[src/rtl/fifo_ptr_pkg.sv]
// Shared pointer helpers for the dual-clock FIFO read and write sides.
package fifo_ptr_pkg;

  // Widest pointer the helpers handle; callers zero-extend and truncate.
  localparam int unsigned PTR_MAX_W = 32;

  // Pointer width for a given memory address width (one extra wrap bit).
  function automatic int unsigned PTR_W(input int unsigned addrsize);
    return addrsize + 1;
  endfunction

  // Binary to Gray; zero-extension leaves the low bits unchanged.
  function automatic logic [PTR_MAX_W-1:0] bin2gray(input logic [PTR_MAX_W-1:0] b);
    return (b >> 1) ^ b;
  endfunction

  // Gray to binary by XOR prefix from the MSB; upper zero bits are neutral.
  function automatic logic [PTR_MAX_W-1:0] gray2bin(input logic [PTR_MAX_W-1:0] g);
    logic [PTR_MAX_W-1:0] b;
    b = '0;
    for (int unsigned i = 0; i < PTR_MAX_W; i++) begin
      b[i] = ^(g >> i);
    end
    return b;
  endfunction

endpackage

[src/rtl/rd_ptr_status_gray2bin.sv]
// Combinational Gray-to-binary converter (XOR prefix from the MSB down).
module gray2bin #(
  parameter int unsigned WIDTH = 5
) (
  input  logic [WIDTH-1:0] i_gray,
  output logic [WIDTH-1:0] o_bin
);

  // Each binary bit is the parity of the Gray bits at and above it.
  always_comb begin
    o_bin = '0;
    for (int unsigned i = 0; i < WIDTH; i++) begin
      o_bin[i] = ^(i_gray >> i);
    end
  end

endmodule

[src/rtl/rd_ptr_status.sv]
// Read-side pointer and status block for the dual-clock FIFO: binary/Gray
// read pointers, registered empty/almost-empty flags, read-domain level,
// read-accept pulse and sticky underflow flag.
module rd_ptr_status
  import fifo_ptr_pkg::*;
#(
  parameter int unsigned ADDRSIZE = 4
) (
  input  logic                  rd_clk,
  input  logic                  rd_rst,
  input  logic                  rd_en,
  input  logic [ADDRSIZE:0]     rq2_wr_ptr,
  input  logic [ADDRSIZE:0]     rd_ae_thresh,
  input  logic                  rd_underflow_clr,
  output logic [ADDRSIZE-1:0]   rd_addr,
  output logic [ADDRSIZE:0]     rd_grayptr,
  output logic                  rd_empty,
  output logic                  rd_almost_empty,
  output logic [ADDRSIZE:0]     rd_level,
  output logic                  rd_ack,
  output logic                  rd_underflow
);

  localparam int unsigned PW = PTR_W(ADDRSIZE);

  logic [PW-1:0] r_rd_ptr;
  logic [PW-1:0] r_rd_grayptr;
  logic          r_rd_empty;
  logic          r_rd_almost_empty;
  logic [PW-1:0] r_rd_level;
  logic          r_rd_ack;
  logic          r_rd_underflow;

  logic          w_accept;
  logic [PW-1:0] w_rd_ptr_next;
  logic [PW-1:0] w_rd_gray_next;
  logic [PW-1:0] w_wr_bin;
  logic [PW-1:0] w_level_next;

  gray2bin #(.WIDTH(PW)) u_wr_gray2bin (
    .i_gray (rq2_wr_ptr),
    .o_bin  (w_wr_bin)
  );

  // Next-pointer, level and accept computation from the current registered state.
  always_comb begin
    w_accept       = rd_en & ~r_rd_empty;
    w_rd_ptr_next  = r_rd_ptr + PW'(w_accept);
    w_rd_gray_next = PW'(bin2gray(PTR_MAX_W'(w_rd_ptr_next)));
    // Flags use the post-read pointer so empty asserts with the last read.
    w_level_next   = w_wr_bin - w_rd_ptr_next;
  end

  // Pointer, flag, level, ack and sticky-underflow registers.
  always_ff @(posedge rd_clk) begin
    if (rd_rst) begin
      r_rd_ptr          <= '0;
      r_rd_grayptr      <= '0;
      r_rd_empty        <= 1'b1;
      r_rd_almost_empty <= 1'b1;
      r_rd_level        <= '0;
      r_rd_ack          <= 1'b0;
      r_rd_underflow    <= 1'b0;
    end else begin
      r_rd_ptr          <= w_rd_ptr_next;
      r_rd_grayptr      <= w_rd_gray_next;
      r_rd_empty        <= (w_rd_gray_next == rq2_wr_ptr);
      r_rd_almost_empty <= (w_level_next <= rd_ae_thresh);
      r_rd_level        <= w_level_next;
      r_rd_ack          <= w_accept;
      if (rd_en && r_rd_empty) begin
        r_rd_underflow <= 1'b1;
      end else if (rd_underflow_clr) begin
        r_rd_underflow <= 1'b0;
      end
    end
  end

  assign rd_addr         = r_rd_ptr[ADDRSIZE-1:0];
  assign rd_grayptr      = r_rd_grayptr;
  assign rd_empty        = r_rd_empty;
  assign rd_almost_empty = r_rd_almost_empty;
  assign rd_level        = r_rd_level;
  assign rd_ack          = r_rd_ack;
  assign rd_underflow    = r_rd_underflow;

endmodule

[config.mk]
export PLATFORM = sky130hd
export DESIGN_NAME = rd_ptr_status
export DESIGN_NICKNAME = d
export VERILOG_FILES = /design/src/rtl/fifo_ptr_pkg.sv /design/src/rtl/rd_ptr_status_gray2bin.sv /design/src/rtl/rd_ptr_status.sv
export SDC_FILE = /design/constraint.sdc
export NUM_CORES = 1
export LEC_CHECK = 0
export CAP_MARGIN = 5
export CORE_ASPECT_RATIO = 0.9
export CORE_MARGIN = 10
export CORE_UTILIZATION = 43
export CTS_BUF_LIST = sky130_fd_sc_hd__clkbuf_2 sky130_fd_sc_hd__clkbuf_4 sky130_fd_sc_hd__clkbuf_8
export DETAILED_ROUTE_END_ITERATION = 12
export PLACE_DENSITY = 0.76
export SLEW_MARGIN = 25
export SYNTH_ARGS = -nofsm -noshare
export SYNTH_HDL_FRONTEND = slang
export SYNTH_SLANG_ARGS = --single-unit
export TNS_END_PERCENT = 50
[constraint.sdc]
create_clock -name rd_clk -period 3.05 [get_ports rd_clk]
set_input_delay 0.61 -clock rd_clk [delete_from_list [all_inputs] [get_ports rd_clk]]
set_output_delay 0.61 -clock rd_clk [all_outputs]
set_load 0.02 [all_outputs]
==> results of run 1 <==
cell usage in the layout (no fill, tap or decap), types with 2 or more instances in the layout:
cell             Yosys  routed
a21o_1               2       2
a21oi_2              0       2
buf_2                0       2
buf_4                0      23
clkbuf_4             0       3
clkdlybuf4s50_1      0      26
dfxtp_1             18      18
dlygate4sd2_1        0       2
ha_1                10       6
ha_4                 0       4
inv_1               10      10
nor2_1              12      12
nor2b_1              6       6
o21a_1               3       3
xnor2_1              9       8
xnor2_2              1       2
xor2_2               4       5
xor2_4               1       4
registers in the layout (all words and copies together), names as in the netlist:
register         flops
rd_underflow         1
rd_ack               1
rd_almost_empty      1
rd_empty             1
rd_level             5
r_rd_ptr             5
rd_grayptr           4
kinds of logic after synthesis:
group | Yosys count
buffers and inverters | 13
DFF | 18
and+or+nand+nor | 27
xor gates and xnor gates | 20
AOI/OAI and AO/OA | 11
muxes | 1
adders and majority gates | 11
layer usage:
metal	track usage	part of all wire
met1	0.114	0.42
met2	0.183	0.52
met3	0.0296	0.040
met4	0.0531	0.024
met5	0	0
repair_timing:
item	CTS	global route
resized for setup	14	11
hold buffers	0	0
pin swaps	6	7
endpoints found under the setup margin	1	1
setup buffers	2	3
report_power, final:
group / total [mW] / internal [mW] / switching (mW)
Sequential: 0.267 / 0.257 / 0.0101
Clock: 0.118 / 0.0460 / 0.0719
Combinational: 0.334 / 0.180 / 0.153
Total: 0.719 / 0.483 / 0.235
worst max-delay path by stage:
stage                   from                         end  slack [ns]  cells after the start
2_1_floorplan  rq2_wr_ptr[3]  rd_almost_empty$_SDFF_PP1_       -0.10                     13
3_3_place_gp   rq2_wr_ptr[3]  rd_almost_empty$_SDFF_PP1_       -0.73                     14
3_5_place_dp   rq2_wr_ptr[3]  rd_almost_empty$_SDFF_PP1_       -0.77                     14
4_1_cts                rd_en  rd_almost_empty$_SDFF_PP1_       0.005                     14
5_1_grt        rq2_wr_ptr[3]  rd_almost_empty$_SDFF_PP1_       -0.10                     15
6_report       rq2_wr_ptr[3]  rd_almost_empty$_SDFF_PP1_        0.03                     15
critical path, stage by stage:
cell and delay [ns]:
buf_2 0.14, xor2_4 0.19, xnor2_2 0.20, xor2_2 0.23
xor2_2 0.20, ha_4 0.16, fa_2 0.20, inv_1 0.05
a21o_1 0.18, a21oi_2 0.14, xnor2_1 0.15, ha_1 0.28
and3_1 0.19, a31oi_1 0.19, o21ai_1 0.10
per-stage QoR:
step	hold WS [ns]	util
floorplan	0.542	-
global placement	0.455	0.690
detailed placement	0.461	0.690
CTS	0.474	0.711
global route	0.526	0.758
finish	0.473	0.758
cell type report:
cell class | count | area share
flip-flops and latches | 18 | 0.212
repair buffers | 55 | 0.285
inverters | 11 | 0.0243
multi-input cells | 70 | 0.446
clock buffers | 3 | 0.0133
well taps | 27 | 0.0199
==> results.yml, run 1 <==
timing:
  setup_tns_ns: 0
  setup_viol: 0
  fmax_mhz: 331
  slew_violations: 0
  fin_skew_ns: 0.00637
  period_share: 0.991
  hold_viol: 0
  fin_ws_ns: 0.0277
  period_needed_ns: 3.02
  worst_pin_slew_ns: 0.668
  slew_headroom: 0.553
synthesis:
  synth_ff_type: "dfxtp_1"
  synth_nets: 126
  muxShareOfSynthArea: 0.0109
  synth_area_leaders: "dfxtp_1, ha_1, xnor2_1"
  ys_types: 29
  synth-simple-area-share: 0.143
  yosys.area.top_type: "dfxtp_1"
  synthArstFlopShare: 0
  synth_top_area_share: 0.349
  synthXorXnorAreaFrac: 0.238
  ys_warn_count: 0
  synthAdderAreaFrac: 0.141
  synthCells: 101
  avgSynthCellArea_um2: 10.2
  synth.most_common_cell: "dfxtp_1"
  synth_seq_cells: 18
  seq_area_frac_synth: 0.349
  synthesis.area_mm2: 0.00103
  synth_compound_area_frac: 0.0715
  synth_top_family_by_area: "XOR/XNOR gates"
  yosys-top-cells-count: "dfxtp_1, nor2_1, ha_1, inv_1, xnor2_1"
  synth-edff-count: 0
layout:
  diodes: 0
  final_nets: 184
  fin_area_mm2: 0.00170
  multiInputGateArea_um2: 757
  seqCellArea_um2: 360
  n_fill_cell: 149
  drive_gt1_frac: 0.331
  final_cells: 184
  synthToLayoutAreaGrowth_pct: 64.6
global_routing:
  grt_pass1_vias: 852
  grt-ovfl-total: 0
  grt_max_degree: 19
  grtUsageTotal: 0.105
  antenna_found_initial: 0
  grt_pass1_wl_mm: 4.00
place:
  portBuffers: 31
  dpl_cell_area_mm2: 0.00155
  placed_cells: 176
  place_hpwl_mm: 2.03
  gp_congestion: 0.780
  pre_cts_ws_ns: -0.769
run:
  maxCapViolCount: 0
critical_path:
  cp_max_fo: 2
  reg2reg_from: "r_rd_ptr[0]$_SDFF_PP0_"
  cp-start-kind: "primary input"
  required_ns: 3.24
  worst_r2r_path_depth: 12
  r2r_setup_slack_ns: 0.32
  rr_endpoint: "rd_almost_empty$_SDFF_PP1_"
  critical_path_arrival_ns: 3.21
  worstSetupPathType: "in2reg"
  cp-end-kind: "register"
clock_tree:
  cts_max_level: 1
  insertion_delay_ns: 0.29
  numClockSinks: 18
  cts_tree: "yes"
  clk_pin_slew_worst_paths_ns: 0.10
  root_buffer: "clkbuf_4"
  cts_max_path_buffers: 2
  numCtsBuffers: 3
worst_hold_path:
  whs_endpoint: "rd_underflow$_SDFFE_PP0P_"
  hold_depth: 2
  hp-class: "reg2reg"
  min_from: "rd_underflow$_SDFFE_PP0P_"
pwr:
  ir_drop_mv: 0.347
  power.density_mw_per_mm2: 423
  p_total_mw: 0.719
  p_leak_nw: 0.752
detailed_routing:
  drc_errors: 0
  via_per_inst: 4.76
  vias: 876
  drt_iter0_drc: 53
  wl_mm: 2.76
  ant_nets: 0
  wl_per_cell_um: 15.0
  firstDrtPassIters: 5
floorplan:
  fp.dieH_um: 66.5
  rows: 16
  ios: 32
  die_width_um: 71.6
  die-area_mm2: 0.00476
  initial_core_util: 0.460
  coreArea_mm2: 0.00224
run_status:
  outcome: "finished clean"
No activity file was read; power rests on OpenSTA's default activity.
==> run 2: changes to the inputs <==
CORE_UTILIZATION = 55   (was 43)
DONT_BUFFER_PORTS = 1   (was unset)
PLACE_DENSITY = 0.71   (was 0.76)
==> results.yml, run 2 (same netlist as run 1, synthesis figures left out) <==
timing:
  slew_headroom: 0.732
  fin_skew_ns: 0.00156
  slew_violations: 0
  setup_tns_ns: 0
  rsz0062_at_grt: "false"
  timing.hold.ws_ns: 0.371
  setup_viol: 0
  period_share: 0.953
  worst_pin_slew_ns: 0.401
  hold_viol: 0
  fmax_mhz: 344
  period_needed_ns: 2.91
pwr:
  power.density_mw_per_mm2: 495
  p_total_mw: 0.588
  p_leak_nw: 0.549
  ir_drop_mv: 0.335
place:
  portBuffers: 0
  dpl_cell_area_mm2: 0.00117
  place_hpwl_mm: 1.58
  gp_congestion: 0.696
critical_path:
  cp-end-kind: "register"
  rr_endpoint: "rd_almost_empty$_SDFF_PP1_"
  reg2reg_from: "rd_empty$_SDFF_PP1_"
  crit_end: "rd_almost_empty$_SDFF_PP1_"
  worst_r2r_path_depth: 13
  worstSetupPathType: "in2reg"
  cp-start-kind: "primary input"
  r2r_setup_slack_ns: 0.36
  crit_start: "rq2_wr_ptr[3]"
  critical_path_arrival_ns: 3.14
  required_ns: 3.28
  cp_max_fo: 2
clock_tree:
  cts_hold_buffers: 0
  cts_max_level: 1
  numClockSinks: 18
  numCtsBuffers: 3
  cts_tree: "yes"
  post-cts-setup-buffers: 0
  ctsResizeCount: 0
  insertion_delay_ns: 0.29
  root_buffer: "clkbuf_4"
  cts_max_path_buffers: 2
  clk_pin_slew_worst_paths_ns: 0.09
detailed_routing:
  firstDrtPassIters: 2
  vias: 636
  drt_iter0_drc: 4
  wl_mm: 1.90
  drc_errors: 0
  wl_per_cell_um: 14.0
  via_per_inst: 4.68
  ant_nets: 0
global_routing:
  antenna_found_initial: 0
  grt_pass1_wl_mm: 3.13
  grt-ovfl-total: 0
  grt_max_degree: 19
  grt_pass1_vias: 688
  grtUsageTotal: 0.102
run:
  maxCapViolCount: 0
floorplan:
  rows: 14
  die_width_um: 65.7
  fp.dieH_um: 61.1
  initial_core_util: 0.595
  ios: 32
  coreArea_mm2: 0.00173
  die-area_mm2: 0.00401
layout:
  synthToLayoutAreaGrowth_pct: 15.2
  layout_commonest_cell: "dfxtp_1"
  fin_area_mm2: 0.00119
  drive_gt1_frac: 0.241
  final_nets: 139
  n_fill_cell: 141
  diodes: 0
  layout_common_cells: "dfxtp_1, nor2_1, inv_1, buf_4, ha_1"
run_status:
  outcome: "finished clean"
worst_hold_path:
  hp-class: "in2reg"
## run 2: cell count changes in the layout (fill, tap and decap cells not counted), sizes merged
cell	previous run	this run
buf	26	10
dlymetal6s2s	1	0
dlygate4sd2	2	0
clkdlybuf4s50	26	0
## run 2: critical path: stages
cell and delay (ns):
xor2_4 0.17, xnor2_2 0.16, xor2_2 0.19, xor2_1 0.17, ha_2 0.20, fa_1 0.55
inv_1 0.05, ha_1 0.30, nor2b_1 0.13, o21a_1 0.15, o21a_1 0.18, o21a_1 0.16
o21ai_1 0.11
## run 2: cell type report
cell class                 instances  area (um^2)  area share
multi-input combinational         70          659       0.555
sequential                        18          360       0.303
timing repair buffer              10         75.1      0.0632
inverter                          11         41.3      0.0347
tap                               24         30.0      0.0253
clock buffer                       3         22.5      0.0189
## run 2: worst min-delay path by stage
stage | start | to | slack [ns] | cells after the start
after floorplan | rd_underflow$_SDFFE_PP0P_ | rd_underflow$_SDFFE_PP0P_ | 0.54 | 2
after global placement | rd_underflow$_SDFFE_PP0P_ | rd_underflow$_SDFFE_PP0P_ | 0.56 | 2
after detailed placement | rd_underflow$_SDFFE_PP0P_ | rd_underflow$_SDFFE_PP0P_ | 0.57 | 2
after CTS | rd_rst | rd_level[0]$_SDFF_PP0_ | 0.36 | 1
after global routing | rd_rst | r_rd_ptr[1]$_SDFF_PP0_ | 0.36 | 1
final | rd_rst | rd_level[0]$_SDFF_PP0_ | 0.37 | 1
## run 2: metal layers
layer,track usage,share of wire,vias to the layer above
li1,-,-,339
met1,0.102,0.39,276
met5,0,0,-
met3,0.0617,0.11,4
met4,0.0549,0.017,0
met2,0.165,0.48,17
## run 2: stage by stage
stage                util  setup slack (ns)  instances
floorplan               -            -0.103        101
global placement    0.672            -0.143        133
detailed placement  0.672            -0.168        133
CTS                 0.685             0.141        136
global route        0.685            0.0222        136
finish              0.685             0.143        136
## run 2: power breakdown
| part | internal, mW | switching, mW |
|---|---|---|
| sequential | 0.258 | 0.0363 |
| clock | 0.0460 | 0.0686 |
| combinational | 0.0994 | 0.0803 |
